$ cat src/rtl/lif_pkg.sv
// Shared types and helpers for the time-multiplexed LIF neuron scheduler.
package lif_pkg;

  typedef enum logic {
    ST_IDLE,
    ST_SWEEP
  } state_e;

  localparam int unsigned LEAK_SHIFT_W = 3;

  // Width-generic saturating add: operands are zero-extended into 32 bits, w must be 1..32.
  function automatic logic [31:0] sat_add(input logic [31:0] a,
                                          input logic [31:0] b,
                                          input int unsigned w);
    logic [32:0] sum;
    logic [32:0] max_val;
    sum     = {1'b0, a} + {1'b0, b};
    max_val = (33'd1 << w) - 33'd1;
    return (sum > max_val) ? max_val[31:0] : sum[31:0];
  endfunction

endpackage

$ cat src/rtl/lif_update.sv
// Combinational single-neuron leaky integrate-and-fire update.
module lif_update
  import lif_pkg::*;
#(
  parameter int unsigned WIDTH = 8
) (
  input  logic [WIDTH-1:0]        v,
  input  logic [WIDTH-1:0]        pending,
  input  logic [WIDTH-1:0]        threshold,
  input  logic [LEAK_SHIFT_W-1:0] shift,
  input  logic                    refrac_active,
  output logic [WIDTH-1:0]        v_next,
  output logic                    spike
);

  logic [WIDTH-1:0] leaked;
  logic [WIDTH-1:0] sum;

  always_comb begin
    leaked = (shift == '0) ? v : v - (v >> shift);
    sum    = WIDTH'(sat_add(32'(leaked), 32'(pending), WIDTH));
    v_next = sum;
    spike  = 1'b0;
    // A refractory neuron is pinned at rest and cannot fire.
    if (refrac_active) begin
      v_next = '0;
    end else if (sum >= threshold) begin
      spike  = 1'b1;
      v_next = '0;
    end
  end

endmodule

$ cat src/rtl/lif_scheduler.sv
// Sweeps one LIF update datapath across N_NEURONS virtual neurons with indexed spike output.
// Optional refractory counters are enabled with the LIF_REFRACTORY_EN macro.
module lif_scheduler
  import lif_pkg::*;
#(
  parameter int unsigned N_NEURONS     = 4,
  parameter int unsigned WIDTH         = 8,
  parameter int unsigned REFRAC_SWEEPS = 2,
  localparam int unsigned IDX_W        = $clog2(N_NEURONS)
) (
  input  logic                    clk,
  input  logic                    rst_n,
  input  logic                    in_valid,
  output logic                    in_ready,
  input  logic [IDX_W-1:0]        in_idx,
  input  logic [WIDTH-1:0]        in_current,
  input  logic                    tick,
  input  logic [WIDTH-1:0]        cfg_threshold,
  input  logic [LEAK_SHIFT_W-1:0] cfg_leak_shift,
  output logic                    spk_valid,
  input  logic                    spk_ready,
  output logic [IDX_W-1:0]        spk_idx,
  output logic                    busy,
  output logic                    sweep_done,
  output logic                    overrun,
  input  logic [IDX_W-1:0]        rd_idx,
  output logic [WIDTH-1:0]        rd_state
);

  if (N_NEURONS < 2 || N_NEURONS > 16 || (N_NEURONS & (N_NEURONS - 1)) != 0 ||
      WIDTH < 1 || WIDTH > 32 || REFRAC_SWEEPS > 255) begin : g_param_check
    $error("lif_scheduler: unsupported parameter set");
  end

  state_e           state_q, state_d;
  logic [IDX_W-1:0] ptr_q, ptr_d;
  logic [WIDTH-1:0] v_q    [N_NEURONS];
  logic [WIDTH-1:0] v_d    [N_NEURONS];
  logic [WIDTH-1:0] pend_q [N_NEURONS];
  logic [WIDTH-1:0] pend_d [N_NEURONS];
  logic             spk_valid_q, spk_valid_d;
  logic [IDX_W-1:0] spk_idx_q, spk_idx_d;
  logic             sweep_done_q, sweep_done_d;
  logic             overrun_q, overrun_d;
  logic [WIDTH-1:0] rd_state_q, rd_state_d;

  logic [WIDTH-1:0] upd_v_next;
  logic             upd_spike;
  logic             refrac_active;
  logic             stall;
  logic             do_update;

  // A full output buffer freezes the sweep so spikes leave strictly in index order.
  assign stall     = spk_valid_q && !spk_ready;
  assign do_update = (state_q == ST_SWEEP) && !stall;
  assign in_ready  = (state_q == ST_IDLE) && !tick;

  lif_update #(
    .WIDTH (WIDTH)
  ) u_update (
    .v             (v_q[ptr_q]),
    .pending       (pend_q[ptr_q]),
    .threshold     (cfg_threshold),
    .shift         (cfg_leak_shift),
    .refrac_active (refrac_active),
    .v_next        (upd_v_next),
    .spike         (upd_spike)
  );

`ifdef LIF_REFRACTORY_EN
  localparam int unsigned RC_W = (REFRAC_SWEEPS < 1) ? 1 : $clog2(REFRAC_SWEEPS + 1);

  logic [RC_W-1:0] refrac_q [N_NEURONS];
  logic [RC_W-1:0] refrac_d [N_NEURONS];

  assign refrac_active = (refrac_q[ptr_q] != '0);

  always_comb begin
    refrac_d = refrac_q;
    if (do_update) begin
      if (refrac_active) begin
        refrac_d[ptr_q] = refrac_q[ptr_q] - RC_W'(1);
      end else if (upd_spike) begin
        refrac_d[ptr_q] = RC_W'(REFRAC_SWEEPS);
      end
    end
  end

  always_ff @(posedge clk or negedge rst_n) begin
    if (!rst_n) begin
      for (int unsigned i = 0; i < N_NEURONS; i++) begin
        refrac_q[i] <= '0;
      end
    end else begin
      refrac_q <= refrac_d;
    end
  end
`else
  assign refrac_active = 1'b0;
`endif

  always_comb begin
    state_d      = state_q;
    ptr_d        = ptr_q;
    v_d          = v_q;
    pend_d       = pend_q;
    spk_valid_d  = spk_valid_q;
    spk_idx_d    = spk_idx_q;
    sweep_done_d = 1'b0;
    overrun_d    = overrun_q;
    rd_state_d   = v_q[rd_idx];

    if (spk_valid_q && spk_ready) begin
      spk_valid_d = 1'b0;
    end

    if (in_valid && in_ready) begin
      pend_d[in_idx] = WIDTH'(sat_add(32'(pend_q[in_idx]), 32'(in_current), WIDTH));
    end

    case (state_q)
      ST_IDLE: begin
        if (tick) begin
          state_d = ST_SWEEP;
          ptr_d   = '0;
        end
      end
      ST_SWEEP: begin
        if (tick) begin
          overrun_d = 1'b1;
        end
        if (do_update) begin
          v_d[ptr_q]    = upd_v_next;
          pend_d[ptr_q] = '0;
          // A new spike reloads the buffer even on the edge that drains the old one.
          if (upd_spike) begin
            spk_valid_d = 1'b1;
            spk_idx_d   = ptr_q;
          end
          if (ptr_q == IDX_W'(N_NEURONS - 1)) begin
            state_d      = ST_IDLE;
            sweep_done_d = 1'b1;
          end else begin
            ptr_d = ptr_q + IDX_W'(1);
          end
        end
      end
      default: state_d = ST_IDLE;
    endcase
  end

  always_ff @(posedge clk or negedge rst_n) begin
    if (!rst_n) begin
      state_q      <= ST_IDLE;
      ptr_q        <= '0;
      spk_valid_q  <= 1'b0;
      spk_idx_q    <= '0;
      sweep_done_q <= 1'b0;
      overrun_q    <= 1'b0;
      rd_state_q   <= '0;
      for (int unsigned i = 0; i < N_NEURONS; i++) begin
        v_q[i]    <= '0;
        pend_q[i] <= '0;
      end
    end else begin
      state_q      <= state_d;
      ptr_q        <= ptr_d;
      spk_valid_q  <= spk_valid_d;
      spk_idx_q    <= spk_idx_d;
      sweep_done_q <= sweep_done_d;
      overrun_q    <= overrun_d;
      rd_state_q   <= rd_state_d;
      v_q          <= v_d;
      pend_q       <= pend_d;
    end
  end

  assign busy       = (state_q == ST_SWEEP);
  assign spk_valid  = spk_valid_q;
  assign spk_idx    = spk_idx_q;
  assign sweep_done = sweep_done_q;
  assign overrun    = overrun_q;
  assign rd_state   = rd_state_q;

endmodule

$ cat config.mk
export PLATFORM = sky130hd
export DESIGN_NAME = lif_scheduler
export DESIGN_NICKNAME = d
export VERILOG_FILES = /design/src/rtl/lif_pkg.sv /design/src/rtl/lif_update.sv /design/src/rtl/lif_scheduler.sv
export SDC_FILE = /design/constraint.sdc
export NUM_CORES = 1
export LEC_CHECK = 0
export ABC_AREA = 1
export BUFFER_PORTS_ARGS = -buffer_cell sky130_fd_sc_hd__buf_2
export CAP_MARGIN = 5
export CORE_MARGIN = 2
export CORE_UTILIZATION = 30
export CTS_CLUSTER_SIZE = 8
export DETAILED_ROUTE_END_ITERATION = 12
export PLACE_DENSITY_LB_ADDON = 0.3
export SYNTH_ARGS = -nofsm -noshare
export SYNTH_HDL_FRONTEND = slang
export SYNTH_HIERARCHICAL = 1
export SYNTH_SLANG_ARGS = --single-unit
$ cat constraint.sdc
create_clock -name clk -period 5.1 [get_ports clk]
set_input_delay 0.765 -clock clk [delete_from_list [all_inputs] [get_ports clk]]
set_output_delay 0.765 -clock clk [all_outputs]
set_load 0.02 [all_outputs]
# [Word-level counts from Yosys, hierarchy flattened]
# Index checks and enable logic that the tools add are counted.
# W data, S select, Z words.
[word_totals] regBits=80 inputBits=28 out_inout_bits=15 word_cells=94
[op_classes] addsub=4 magnitude_cmp=8 eq_ne=4 shifts=1 mux=41 bitwise_logic=6 n_reduce_logical=15
[ops] cell="$mux W8" count=14
[ops] cell="$mux W32" count=3
[ops] cell="$bmux W8 S2" count=4
[ops] cell="$bwmux W32" count=2
[ops] cell="$and A32 B32 Y32" count=1
[ops] cell="$demux W8 S2" count=2
[ops] cell="$not A32 Y32" count=1
[ops] cell="$add A8 B8 Y9" count=2
[ops] cell="$gt A9 B8 Y1 const B" count=2
[ops] cell="$mux W1" count=11
[ops] cell="$ge A3 B3 Y1 const B" count=3
[ops] cell="$not A2 Y3" count=3
[ops] cell="$ge A8 B8 Y1" count=1
[ops] cell="$shr A8 B3 Y8" count=1
[ops] cell="$sub A8 B8 Y8" count=1
[ops] cell="$logic_and A1 B1 Y1" count=7
[ops] cell="$lt A3 B1 Y1 const B" count=2
[ops] cell="$mux W2" count=3
[ops] cell="$reduce_and A3 Y1" count=2
[ops] cell="$ne A2 B2 Y1 const B" count=2
[ops] cell="$pmux W2 S2" count=1
[ops] cell="$reduce_and A2 Y1" count=2
[ops] cell="$logic_not A1 Y1" count=3
[ops] cell="$logic_not A3 Y1" count=1
[ops] cell="other kinds (5)" count=5

# [Depth between registers and ports, before layout]
# Gate-level depths: netlist (run 1).
[depth] ltp_word=15 mapped_depth=38 ltp_nobuf=37

# [Modules after synthesis]
# The synthesis (run 1) kept the hierarchy.
[modules_own_cells] module="lif_scheduler" n_inst=1 cells_each=555 area_each_um2=4359.2 seq_area_each_um2=2001.9
[modules_own_cells] module="lif_update" n_inst=1 cells_each=262 area_each_um2=1403.8 seq_area_each_um2=0.0

# [Worst setup path before layout (run 1)]
# Ideal clock, no wire load.
[synth_timing] path_kind="reg2reg" start="reg ptr_q[0]" end="reg v_q[11] (netlist bit)" setup_time_ns=0.083 t_arrival_ns=4.560 t_required_ns=5.017 slack_ns=0.458 stages_incl_launch_ff=29 n_path_buf=1 period_less_slack_ns=4.642 cell_sequence="dfrtp_1 -> clkinv_1 -> clkbuf_1 -> nor2_1 -> o22ai_1 -> mux2i_1 -> nand2_1 -> o21ai_2 -> o21ai_0 -> ha_1 -> fa_1 -> or2_1 -> o21ai_2 -> inv_2 -> fa_1 -> inv_1 -> nand2_1 -> nand2_2 -> nand2_1 -> nand2_2 -> inv_2 -> nand2_1 -> ha_1 -> a21o_1 -> nor2_1 -> nand4_1 -> a21oi_1 -> inv_1 -> o21ai_0"
[synth_between] elab_chain_len=13 elab_cells_between_ends=21 cone_classes="2 x add/sub; 4 x order compare; 1 x shift; 12 x mux; 1 x bitwise; 1 x reduce/logical"
[synth_lines] element="from (decl)" line="lif_scheduler.sv:36" text="logic [IDX_W-1:0] ptr_q, ptr_d;"
[synth_lines] element="from (signal assigned)" line="lif_scheduler.sv:167" text="ptr_q <= ptr_d;"
[synth_lines] element="$not A2 Y3 (not written as such) *" line="lif_scheduler.sv:61, lif_scheduler.sv:62"
[synth_lines] element="$bmux W8 S2" line="lif_scheduler.sv:61" text=".v (v_q[ptr_q]),"
[synth_lines] element="$mux W8 (not written as such) (2 in a row)" line="lif_scheduler.sv:61"
[synth_lines] element="$shr A8 B3 Y8" line="lif_update.sv:20" text="leaked = (shift == '0) ? v : v - (v >> shift);"
[synth_lines] element="$sub A8 B8 Y8" line="lif_update.sv:20"
[synth_lines] element="$mux W8" line="lif_update.sv:20"
[synth_lines] element="$add A8 B8 Y9 *" line="lif_pkg.sv:17" text="sum = {1'b0, a} + {1'b0, b};"
[synth_lines] element="$gt A9 B8 Y1" line="lif_pkg.sv:19" text="return (sum > max_val) ? max_val[31:0] : sum[31:0];"
[synth_lines] element="$mux W8 *" line="lif_pkg.sv:19"
[synth_lines] element="$ge A8 B8 Y1" line="lif_update.sv:27" text="end else if (sum >= threshold) begin"
[synth_lines] element="$mux W8 *" line="lif_update.sv:27"
[synth_lines] element="net upd_v_next[3]" line="lif_scheduler.sv:47" text="logic [WIDTH-1:0] upd_v_next;"
[synth_lines] element="$bwmux W32 *" line="lif_scheduler.sv:133" text="v_d[ptr_q] = upd_v_next;"
[synth_lines] element="to (signal assigned)" line="lif_scheduler.sv:173" text="v_q <= v_d;"
[synth_lines] element="to (decl)" line="lif_scheduler.sv:37" text="logic [WIDTH-1:0] v_q [N_NEURONS];"
# Mark *: on every way through the listed nets, which the timed path passes. The rest lies on a longest branch. The select of a mux whose other input is x is not followed.
# A chain may end at the register's enable or synchronous reset.

# [Final worst setup path (run 1)]
[layout_timing] start="reg ptr_q[0]" end="reg v_q[8] (netlist bit)"
# The elaborated chain is that of the path after synthesis.

==> key figures, run 1 <==
STA
  – Final min period: 4.74 ns
  – Fmax: 0.211 GHz
  – Endpoints failing hold: 0
  – Worst rel slew slack: 0.373
  – Actual slew at the worst max-slew pin: roughly 0.94 ns
  – Skew final: 0.0133 ns
  – Slew Viols, Final: 0
  – Crit share post-route: 0.929
  – Final setup violation count: 0

Setup path
  – Worst setup SP type: register
  – R2R depth: 33
  – Crit path required time: about 5.3 ns
  – Crit path largest cell delay: approximately 0.43 ns
  – CP max FO: 17
  – Worst Path Arrival: 4.98 ns
  – Type of the worst setup path: register to register
  – Crit end category: register
  – Crit path top cell by count: nand2_1
  – CP max-delay cell: fa_2

Outcome
  – Status: finished, final reports clean

Floorplanning
  – Die area: about 0.020 sq mm
  – IO Count: 43
  – Core Area: 0.0188 sq mm
  – Die X: roughly 140 um
  – Initial cell density of the core: 0.307
  – Site row count: 50
  – Die Span Y: 143 um

Logic synthesis
  – Mapped Area: 0.00576 sq mm
  – Avg Cell Area, Syn: 7.05 sq um
  – Post-synthesis cell type count: 39
  – Syn. warnings: 6
  – Top post-synthesis cells by count: 175 x nand2_1, 125 x inv_1, 114 x o21ai_0, 90 x nor2_1, 80 x dfrtp_1
  – Ranking of synthesized cells by area: dfrtp_1 35%, nand2_1 11%, o21ai_0 9.9%
  – Count leader, synth: nand2_1
  – #FFs+latches synth: 80
  – Sequential fraction of the synthesis area: 0.347
  – Post-synth EDFFs: 0
  – Share of the synthesized area in the top cell type: 0.347
  – FFs w/ async S/R, synth: 1.00
  – Cells after Synth: 817
  – Ys flop type: dfrtp_1
  – Syn nets: 883
  – Cell taking the most area after synthesis: dfrtp_1

CTS
  – Worst skew pair latency: 0.35 ns
  – Clock slew at reported path FFs: 0.07 ns
  – TritonCTS clock tree: built
  – H-tree levels: 3
  – Hold_buf cts: 0
  – TritonCTS buffer count: 9
  – Clock Tree Root: clkbuf_16
  – Clk buf depth: 2
  – CTS sink cnt: 80

Global routing
  – First-pass GRT wire length: 25300 um
  – Largest net degree at the start of global routing: just under 50
  – Initial antenna violation count: 0
  – Grt ovf: 0
  – GRT Total Usage: 0.158
  – Vias in the first global route: 4943

Cells and area
  – Final nets: about 940
  – Share of layout cells above drive strength 1: 0.162
  – Area Overhead vs Synth: 19.8%
  – Area of the multi-input gates: roughly 0.0033 sq mm
  – FF/Latch Area: around 0.002 sq mm
  – Post-layout util: 0.368
  – Fill cell count: 2028
  – # diodes: 0

Routing
  – Post-route DRC violation count: 0
  – Detail Route Antenna Nets: 0
  – DR WL/cell: 14.1 um
  – Via-per-instance ratio: 4.91
  – Pre-Repair DR Iteration Count: 5
  – Iteration-0 DRC Markers: 339
  – Total routed wirelength: 15800 um
  – Via count: roughly 5500

Placement
  – Routability cong.: roughly 0.86
  – Placed wire-length estimate: about 12000 um
  – # port buffers: 42

Flow run
  – # Max-Cap Violations: 0

Min path
  – Hold WC Path Type: input port to asynchronous set/reset pin
## per-stage QoR
step                      setup slack (ns)  std cells  TNS (ns)  cell area [sq um]  hold slack [ns]
after CTS                           0.0805       1112         0               6690            0.363
after floorplan                      0.458        817         0               5760            0.464
after global placement              0.0851       1096         0               6360            0.443
after detailed placement            0.0869       1096         0               6360            0.453
after global routing               -0.0276       1117    -0.313               6910            0.387
final                                0.365       1117         0               6910            0.352
## flip-flops by register name (all words and copies together), names as in the netlist
name and count:
spk_valid 1, spk_idx 2, overrun 1, rd_state 8
sweep_done 1, pend_q 32, v_q 32, ptr_q 2
busy 1
## layout make-up
cell class / count / share of cell area
tap: 234 / 0.0424
multi-input combinational: 582 / 0.473
clock buffer: 10 / 0.0346
timing repair buffer: 75 / 0.0752
inverter: 130 / 0.0717
sequential: 80 / 0.290
clock inverter: 6 / 0.0134
## cell usage in the layout (no fill, tap or decap), types with 3 or more instances in the layout
cell         n
nand2_1    174
nand3_1     39
a21oi_1     22
nand2_2      3
o22ai_1     22
o21ai_2      5
o21ai_0     81
ha_1        30
nor2_1      84
inv_2        4
nand4_1      7
o221ai_1     5
a22oi_1      9
clkbuf_16   10
o22ai_2      5
o21ai_1     33
buf_4       29
a21oi_2      7
buf_2       41
nor2_4       7
inv_4        3
buf_12       3
xnor2_1      4
nor2_2       6
a31oi_1      8
ha_4         3
inv_1      122
xor2_1       4
dfrtp_1     79
o21a_1       4
## metal layers
layer,up-vias,routed length (um),global-route usage
met5,-,0,0
met4,0,119,0.0401
met3,7,393,0.0205
met2,92,7820,0.271
met1,2575,7450,0.212
li1,2805,-,-
## cells by family (layout without fill, tap and decap cells)
family                     count (synthesis)  count (layout)  synth area share
buffers and inverters                    155             221             0.110
AOI/OAI and AO/OA                        208             208             0.203
adders and majority gates                 38              38            0.0864
DFF                                       80              80             0.347
and+or+nand+nor                          326             326             0.239
other                                      1               1          0.000651
muxes                                      1               1           0.00174
xor gates and xnor gates                   8               8            0.0122
## path summary, 6_finish.rpt
check | from | endpoint | slack (ns)
setup / recovery | ptr_q[0]$_DFFE_PN0P_ | v_q[8]$_DFFE_PN0P_ | 0.36
hold / removal | rst_n | v_q[14]$_DFFE_PN0P_ | 0.35
setup reg to reg | ptr_q[0]$_DFFE_PN0P_ | v_q[8]$_DFFE_PN0P_ | 0.36
hold reg to reg | overrun$_DFFE_PN0P_ | overrun$_DFFE_PN0P_ | 0.46
max in group asynchronous | rst_n | ptr_q[0]$_DFFE_PN0P_ | 3.71
min in group clk | overrun$_DFFE_PN0P_ | overrun$_DFFE_PN0P_ | 0.46
## critical path, delay by kind of cell (launching register included)
kind                       cells  cell delay [ns]
muxes                          1             0.16
adders and majority gates      4             1.28
buffers and inverters          9             0.92
DFF                            1             0.40
AOI/OAI and AO/OA              6             0.61
and+or+nand+nor               13             1.21
## timing repair
action                     CTS  global route
setup endpoints to repair    0            35
resized for setup            0            72
buffers inserted             0             4
hold endpoints to repair     0             0
Power of run 1 is not shown: default switching activity piles up to over one toggle a cycle in this logic, so the estimate is an artifact.
==> run 2: changes to the inputs <==
--- a/config.mk
+++ b/config.mk
@@ -6,7 +6,7 @@
 export NUM_CORES = 1
 export LEC_CHECK = 0
 export ABC_AREA = 1
-export BUFFER_PORTS_ARGS = -buffer_cell sky130_fd_sc_hd__buf_2
+export BUFFER_PORTS_ARGS = -buffer_cell sky130_fd_sc_hd__buf_4
 export CAP_MARGIN = 5
 export CORE_MARGIN = 2
 export CORE_UTILIZATION = 30
==> key figures, run 2 (synthesis gave the netlist of run 1 again) <==
Routing
  – Iteration-0 DRC Markers: 430 (was 339)
  – Detail Route Antenna Nets: 0 (unchanged)
  – Post-route DRC violation count: 0 (unchanged)
  – Via count: 5499 (was 5479)
  – DR WL/cell: 14.4 um (was 14.1 um)
  – Total routed wirelength: 16100 um (was 15800 um)
  – Via-per-instance ratio: 4.91 (about the same)
  – Pre-Repair DR Iteration Count: 5 (unchanged)

Floorplanning
  – Site row count: 50 (unchanged)
  – Core Area: 0.0188 sq mm (unchanged)
  – IO Count: 43 (unchanged)
  – Die Span Y: 143 um (unchanged)
  – Die area: 0.0203 sq mm (unchanged)
  – Initial cell density of the core: 0.307 (unchanged)
  – Die X: 143 um (unchanged)

STA
  – Skew final: 0.00957 ns (was 0.0133 ns)
  – Final setup violation count: 0 (unchanged)
  – Setup TNS: 0 ns (unchanged)
  – Worst rel slew slack: 0.303 (was 0.373)
  – Endpoints failing hold: 0 (unchanged)
  – Slew Viols, Final: 0 (unchanged)
  – Final min period: 4.77 ns (was 4.74 ns)
  – Actual slew at the worst max-slew pin: 1.05 ns (was 0.938 ns)
  – Crit share post-route: 0.936 (was 0.929)
  – Fmax: 0.210 GHz (was 0.211 GHz)

Global routing
  – Initial antenna violation count: 0 (unchanged)
  – Grt ovf: 0 (unchanged)
  – Largest net degree at the start of global routing: 81 (was 49)
  – Vias in the first global route: 5083 (was 4943)
  – First-pass GRT wire length: 26000 um (was 25300 um)
  – GRT Total Usage: 0.163 (was 0.158)

Setup path
  – Worst setup SP type: register (unchanged)
  – Type of the worst setup path: register to register (unchanged)
  – Crit path largest cell delay: 0.45 ns (was 0.43 ns)
  – Worst Path Buf+Inv: 7 (was 9)
  – Crit end category: register (unchanged)
  – Crit path required time: 5.35 ns (was 5.34 ns)
  – CP max FO: 9 (was 17)
  – Delay-heaviest family, CP: adder cells (unchanged)
  – CP max-delay cell: dfrtp_2 (was fa_2)
  – Crit path top cell by count: nand2_1 (unchanged)
  – Worst Path Arrival: 5.02 ns (was 4.98 ns)

Cells and area
  – Post-layout util: 0.378 (was 0.368)
  – Commonest non-fill, non-tap cell in the layout: nand2_1 (unchanged)
  – Area of the multi-input gates: 0.00337 sq mm (was 0.00326 sq mm)
  – FF/Latch Area: 0.00200 sq mm (unchanged)
  – Commonest non-fill, non-tap cells in the layout: 169 x nand2_1, 119 x inv_1, 82 x nor2_1 (was 174 x nand2_1, 122 x inv_1, 84 x nor2_1)
  – Final nets: 947 (was 944)
  – Share of layout cells above drive strength 1: 0.190 (was 0.162)
  – # diodes: 0 (unchanged)
  – Area Overhead vs Synth: 23.1% (was 19.8%)
  – Cell Count, Final, Fillers Out: 1120 (was 1117)
  – Fill cell count: 1987 (was 2028)
  – Fin area: 0.00709 sq mm (was 0.00691 sq mm)

CTS
  – TritonCTS buffer count: 9 (unchanged)
  – Worst skew pair latency: 0.35 ns (about the same)
  – CTS sink cnt: 80 (unchanged)
  – Clk buf depth: 2 (unchanged)
  – Clock slew at reported path FFs: 0.06 ns (was 0.07 ns)
  – Clock Tree Root: clkbuf_16 (unchanged)
  – Hold_buf cts: 0 (unchanged)
  – TritonCTS clock tree: built (unchanged)
  – H-tree levels: 3 (unchanged)

Placement
  – # port buffers: 42 (unchanged)
  – Placed wire-length estimate: 11900 um (about the same)
  – Routability cong.: 0.835 (was 0.861)
  – Placed cells: 1096 (unchanged)
  – Placed cell areas: 0.00645 sq mm (was 0.00636 sq mm)

Min path
  – Hold WC Path Type: register to register (was input port to asynchronous set/reset pin)

Flow run
  – # Max-Cap Violations: 0 (unchanged)

Outcome
  – Status: finished, final reports clean (unchanged)
[run 2: cell count changes in the layout (fill, tap and decap cells not counted), moves of 3 or more]
cell        change
o21ai_1         -3
nand2_1         -5
o21ai_2         +3
inv_2           +4
a21oi_1         -4
nand2_2         +4
inv_1           -3
buf_4          +43
buf_2          -41
buf_6           +3
clkinvlp_4      +3
ha_4            +3
a21oi_2         +4
[run 2: path summary, 6_finish.rpt]
kind / from / endpoint / slack, ns / depth (start not counted)
worst max-delay path: ptr_q[0]$_DFFE_PN0P_ / v_q[28]$_DFFE_PN0P_ / 0.33 / 32
worst min-delay path: overrun$_DFFE_PN0P_ / overrun$_DFFE_PN0P_ / 0.45 / 1
worst max register to register: ptr_q[0]$_DFFE_PN0P_ / v_q[28]$_DFFE_PN0P_ / 0.33 / 32
worst min register to register: overrun$_DFFE_PN0P_ / overrun$_DFFE_PN0P_ / 0.45 / 1
max in group asynchronous: rst_n / ptr_q[0]$_DFFE_PN0P_ / 3.77 / 1
min in group asynchronous: rst_n / v_q[14]$_DFFE_PN0P_ / 0.59 / 1
[run 2: routing by layer]
metal,vias to the layer above,GRT usage,share of wire
li1,2811,-,-
met1,2531,0.213,0.46
met2,135,0.269,0.48
met3,22,0.0316,0.042
met4,0,0.0547,0.022
met5,-,0,0
[run 2: layout make-up]
cell class	instances	area share
multi-input combinational	582	0.476
sequential	80	0.282
timing repair buffer	78	0.0889
inverter	130	0.0699
tap	234	0.0413
clock buffer	9	0.0318
clock inverter	7	0.0102
[run 2: stage by stage]
step,worst slack (ns),hold slack (ns)
after floorplan,0.458,0.464
after global placement,0.0353,0.443
after detailed placement,0.0231,0.445
after CTS,0.0383,0.459
after global routing,-0.0408,0.496
final,0.329,0.454
[run 2: worst register-to-register path: cells and delay by family, from the launching register on]
kind	cells	cell delay [ns]
AO/OA/AOI/OAI	8	0.88
AND/OR/NAND/NOR	12	1.12
flip-flops	1	0.45
buffers and inverters	7	0.79
multiplexers	1	0.18
adder cells (fa/ha/maj)	4	1.23
[run 2: timing repair]
action                                  in CTS  in global routing
cloned                                       0                  2
buffers inserted                             0                  6
resized for setup                            1                 99
pin swaps                                    0                 32
endpoints found under the setup margin       2                 35
hold endpoints to repair                     0                  0
Power of run 2 is left out for the same reason.
==> run 3: changes to the inputs <==
--- a/config.mk
+++ b/config.mk
@@ -5,11 +5,11 @@
 export SDC_FILE = /design/constraint.sdc
 export NUM_CORES = 1
 export LEC_CHECK = 0
-export ABC_AREA = 1
 export BUFFER_PORTS_ARGS = -buffer_cell sky130_fd_sc_hd__buf_4
 export CAP_MARGIN = 5
 export CORE_MARGIN = 2
 export CORE_UTILIZATION = 30
+export CTS_BUF_LIST = sky130_fd_sc_hd__clkbuf_4
 export CTS_CLUSTER_SIZE = 8
 export DETAILED_ROUTE_END_ITERATION = 12
 export PLACE_DENSITY_LB_ADDON = 0.3
==> key figures, run 3 <==
Placement
  – # port buffers: 42 (unchanged)
  – Placed cells: 884 (was 1096)
  – Placed wire-length estimate: 11400 um (was 11900 um)
  – Routability cong.: 0.887 (was 0.835)

Logic synthesis
  – Sequential fraction of the synthesis area: 0.365 (was 0.347)
  – Ys flop type: dfrtp_1 (unchanged)
  – Post-synth EDFFs: 0 (unchanged)
  – Post-synthesis cell type count: 55 (was 39)
  – Cell taking the most area after synthesis: dfrtp_1 (unchanged)
  – Avg Cell Area, Syn: 9.98 sq um (was 7.05 sq um)
  – Cells after Synth: 549 (was 817)
  – Syn. warnings: 6 (unchanged)
  – Ranking of synthesized cells by area: dfrtp_1 37%, mux4_2 14%, ha_1 8.0% (was dfrtp_1 35%, nand2_1 11%, o21ai_0 9.9%)
  – Mapped Area: 0.00548 sq mm (was 0.00576 sq mm)
  – Count leader, synth: nand2_1 (unchanged)
  – Top post-synthesis cells by count: 116 x nand2_1, 80 x dfrtp_1, 40 x a21oi_1, 35 x ha_1, 34 x mux4_2 (was 175 x nand2_1, 125 x inv_1, 114 x o21ai_0, 90 x nor2_1, 80 x dfrtp_1)
  – #FFs+latches synth: 80 (unchanged)
  – FFs w/ async S/R, synth: 1.00 (unchanged)
  – Share of the synthesized area in the top cell type: 0.365 (was 0.347)

Routing
  – Via-per-instance ratio: 5.17 (was 4.91)
  – Iteration-0 DRC Markers: 265 (was 430)
  – Via count: 4723 (was 5499)
  – Total routed wirelength: 16300 um (was 16100 um)
  – Pre-Repair DR Iteration Count: 4 (was 5)
  – Detail Route Antenna Nets: 0 (unchanged)
  – Post-route DRC violation count: 0 (unchanged)
  – DR WL/cell: 17.8 um (was 14.4 um)

Floorplanning
  – Initial cell density of the core: 0.305 (was 0.307)
  – IO Count: 43 (unchanged)
  – Site row count: 49 (was 50)
  – Die X: 139 um (was 143 um)
  – Core Area: 0.0180 sq mm (was 0.0188 sq mm)
  – Die Span Y: 139 um (was 143 um)
  – Die area: 0.0194 sq mm (was 0.0203 sq mm)

CTS
  – Clock slew at reported path FFs: 0.13 ns (was 0.06 ns)
  – CTS sink cnt: 80 (unchanged)
  – Clk buf depth: 2 (unchanged)
  – Worst skew pair latency: 0.46 ns (was 0.35 ns)
  – TritonCTS clock tree: built (unchanged)
  – TritonCTS buffer count: 9 (unchanged)
  – H-tree levels: 3 (unchanged)
  – Hold_buf cts: 0 (unchanged)
  – Clock Tree Root: clkbuf_4 (was clkbuf_16)

Global routing
  – Vias in the first global route: 4758 (was 5083)
  – GRT Total Usage: 0.168 (was 0.163)
  – Largest net degree at the start of global routing: 81 (unchanged)
  – Grt ovf: 0 (unchanged)
  – First-pass GRT wire length: 25700 um (was 26000 um)
  – Initial antenna violation count: 1 (was 0)

STA
  – Crit share post-route: 1.13 (was 0.936)
  – Slew Viols, Final: 0 (unchanged)
  – Final setup margin: -0.681 ns (was 0.329 ns)
  – Actual slew at the worst max-slew pin: 1.05 ns (about the same)
  – Worst rel slew slack: 0.298 (was 0.303)
  – Skew final: 0.0221 ns (was 0.00957 ns)
  – Endpoints failing hold: 0 (unchanged)
  – RSZ-0062 raised after global routing: yes
  – Final setup violation count: 35 (was 0)
  – Final min period: 5.78 ns (was 4.77 ns)
  – Fmax: 0.173 GHz (was 0.210 GHz)
  – Setup TNS: -21.02 ns (was 0 ns)

Outcome
  – Status: finished, violations left (was finished, final reports clean)
  – Failing checks: negative setup slack

Cells and area
  – Commonest non-fill, non-tap cells in the layout: 132 x buf_4, 114 x nand2_1, 79 x dfrtp_1 (was 169 x nand2_1, 119 x inv_1, 82 x nor2_1)
  – Cell Count, Final, Fillers Out: 913 (was 1120)
  – Area Overhead vs Synth: 30.3% (was 23.1%)
  – Post-layout util: 0.397 (was 0.378)
  – Commonest non-fill, non-tap cell in the layout: buf_4 (was nand2_1)
  – Final nets: 744 (was 947)
  – Share of layout cells above drive strength 1: 0.356 (was 0.190)

Setup path
  – Crit end category: register (unchanged)
  – Crit path largest cell delay: 0.55 ns (was 0.45 ns)
  – CP Cell Sequence: buf_12 > mux4_2 > buf_6 > mux4_2 > mux2i_2 > buf_4 > ha_1 > nor2b_1 > o211ai_1 > a21boi_1 > o21a_1 > o31ai_2 > ha_1 > and2_1 > o221a_4 > or3_4 > ha_4 > a211oi_2 > nand2_1 > buf_4 > o211a_1 > nand2_2 > nor2b_4 > mux2_4
  – Crit path required time: 5.44 ns (was 5.35 ns)
  – CP max FO: 8 (was 9)
  – Worst setup SP type: register (unchanged)
  – Worst Path Arrival: 6.12 ns (was 5.02 ns)
  – Worst Path Buf+Inv: 4 (was 7)
  – Delay-heaviest family, CP: compound AO/OA/AOI/OAI gates (was adder cells)
  – CP max-delay cell: mux4_2 (was dfrtp_2)
  – Type of the worst setup path: register to register (unchanged)

Min path
  – Hold WC Path Type: input port to asynchronous set/reset pin (was register to register)

Flow run
  – # Max-Cap Violations: 0 (unchanged)
## run 3: cell families after synthesis
kind of cell,count (synthesis),share of synthesized area
compound gates,131,0.156
other cells,1,0.000684
simple gates,200,0.174
xor+xnor,10,0.0160
mux,45,0.161
buf+inv,44,0.0363
fa+ha+maj,38,0.0909
flops,80,0.365
## run 3: what timing repair did
action / in CTS / in global routing
setup buffers: 8 / 8
resized for setup: 43 / 15
endpoints found under the setup margin: 35 / 35
pin swaps: 24 / 17
gates cloned: 0 / 0
hold endpoints to repair: 0 / 0
## run 3: area by class of cell
type | count | area, sq um
fillers | 1744 | 10800
multi-input cells | 426 | 3510
diodes | 1 | 2.50
clock inverters | 7 | 62.6
flip-flops and latches | 80 | 2000
repair buffers | 142 | 1130
clock buffers | 9 | 67.6
inverters | 19 | 71.3
well taps | 229 | 287
## run 3: worst paths after layout
check | start | endpoint | slack [ns] | cells after the start
min in group clk | overrun$_DFFE_PN0P_ | overrun$_DFFE_PN0P_ | 0.48 | 1
max in group asynchronous | rst_n | ptr_q[1]$_DFFE_PN0P_ | 3.90 | 1
hold reg to reg | overrun$_DFFE_PN0P_ | overrun$_DFFE_PN0P_ | 0.48 | 1
setup reg to reg | ptr_q[0]$_DFFE_PN0P_ | spk_idx[1]$_DFFE_PN0P_ | -0.68 | 24
setup / recovery | ptr_q[0]$_DFFE_PN0P_ | spk_idx[1]$_DFFE_PN0P_ | -0.68 | 24
hold / removal | rst_n | pend_q[28]$_DFF_PN0_ | 0.45 | 1
## run 3: worst register-to-register path: stages, from the launching register on
cell and delay (ns):
dfrtp_1 0.41, buf_12 0.15, mux4_2 0.55, buf_6 0.14, mux4_2 0.45, mux2i_2 0.20, buf_4 0.14, ha_1 0.20
nor2b_1 0.14, o211ai_1 0.16, a21boi_1 0.15, o21a_1 0.21, o31ai_2 0.24, ha_1 0.28, and2_1 0.19, o221a_4 0.32
or3_4 0.36, ha_4 0.23, a211oi_2 0.19, nand2_1 0.13, buf_4 0.15, o211a_1 0.24, nand2_2 0.11, nor2b_4 0.06
mux2_4 0.29
## run 3: metal layers
layer,vias up,GRT usage,wire [um]
met5,-,0,0
met4,0,0.0463,204
li1,2233,-,-
met3,15,0.0249,745
met1,2337,0.232,7360
met2,138,0.277,7950
## run 3: stage by stage
| step | area (sq um) | setup slack [ns] | hold slack (ns) |
|---|---|---|---|
| 2_1_floorplan | 5510 | -0.420 | 0.457 |
| 3_3_place_gp | 6650 | -0.640 | 0.444 |
| 3_5_place_dp | 6650 | -0.760 | 0.451 |
| 4_1_cts | 7020 | -0.621 | 0.485 |
| 5_1_grt | 7140 | -0.896 | 0.515 |
| 6_report | 7140 | -0.681 | 0.451 |
Power of run 3 is left out for the same reason.
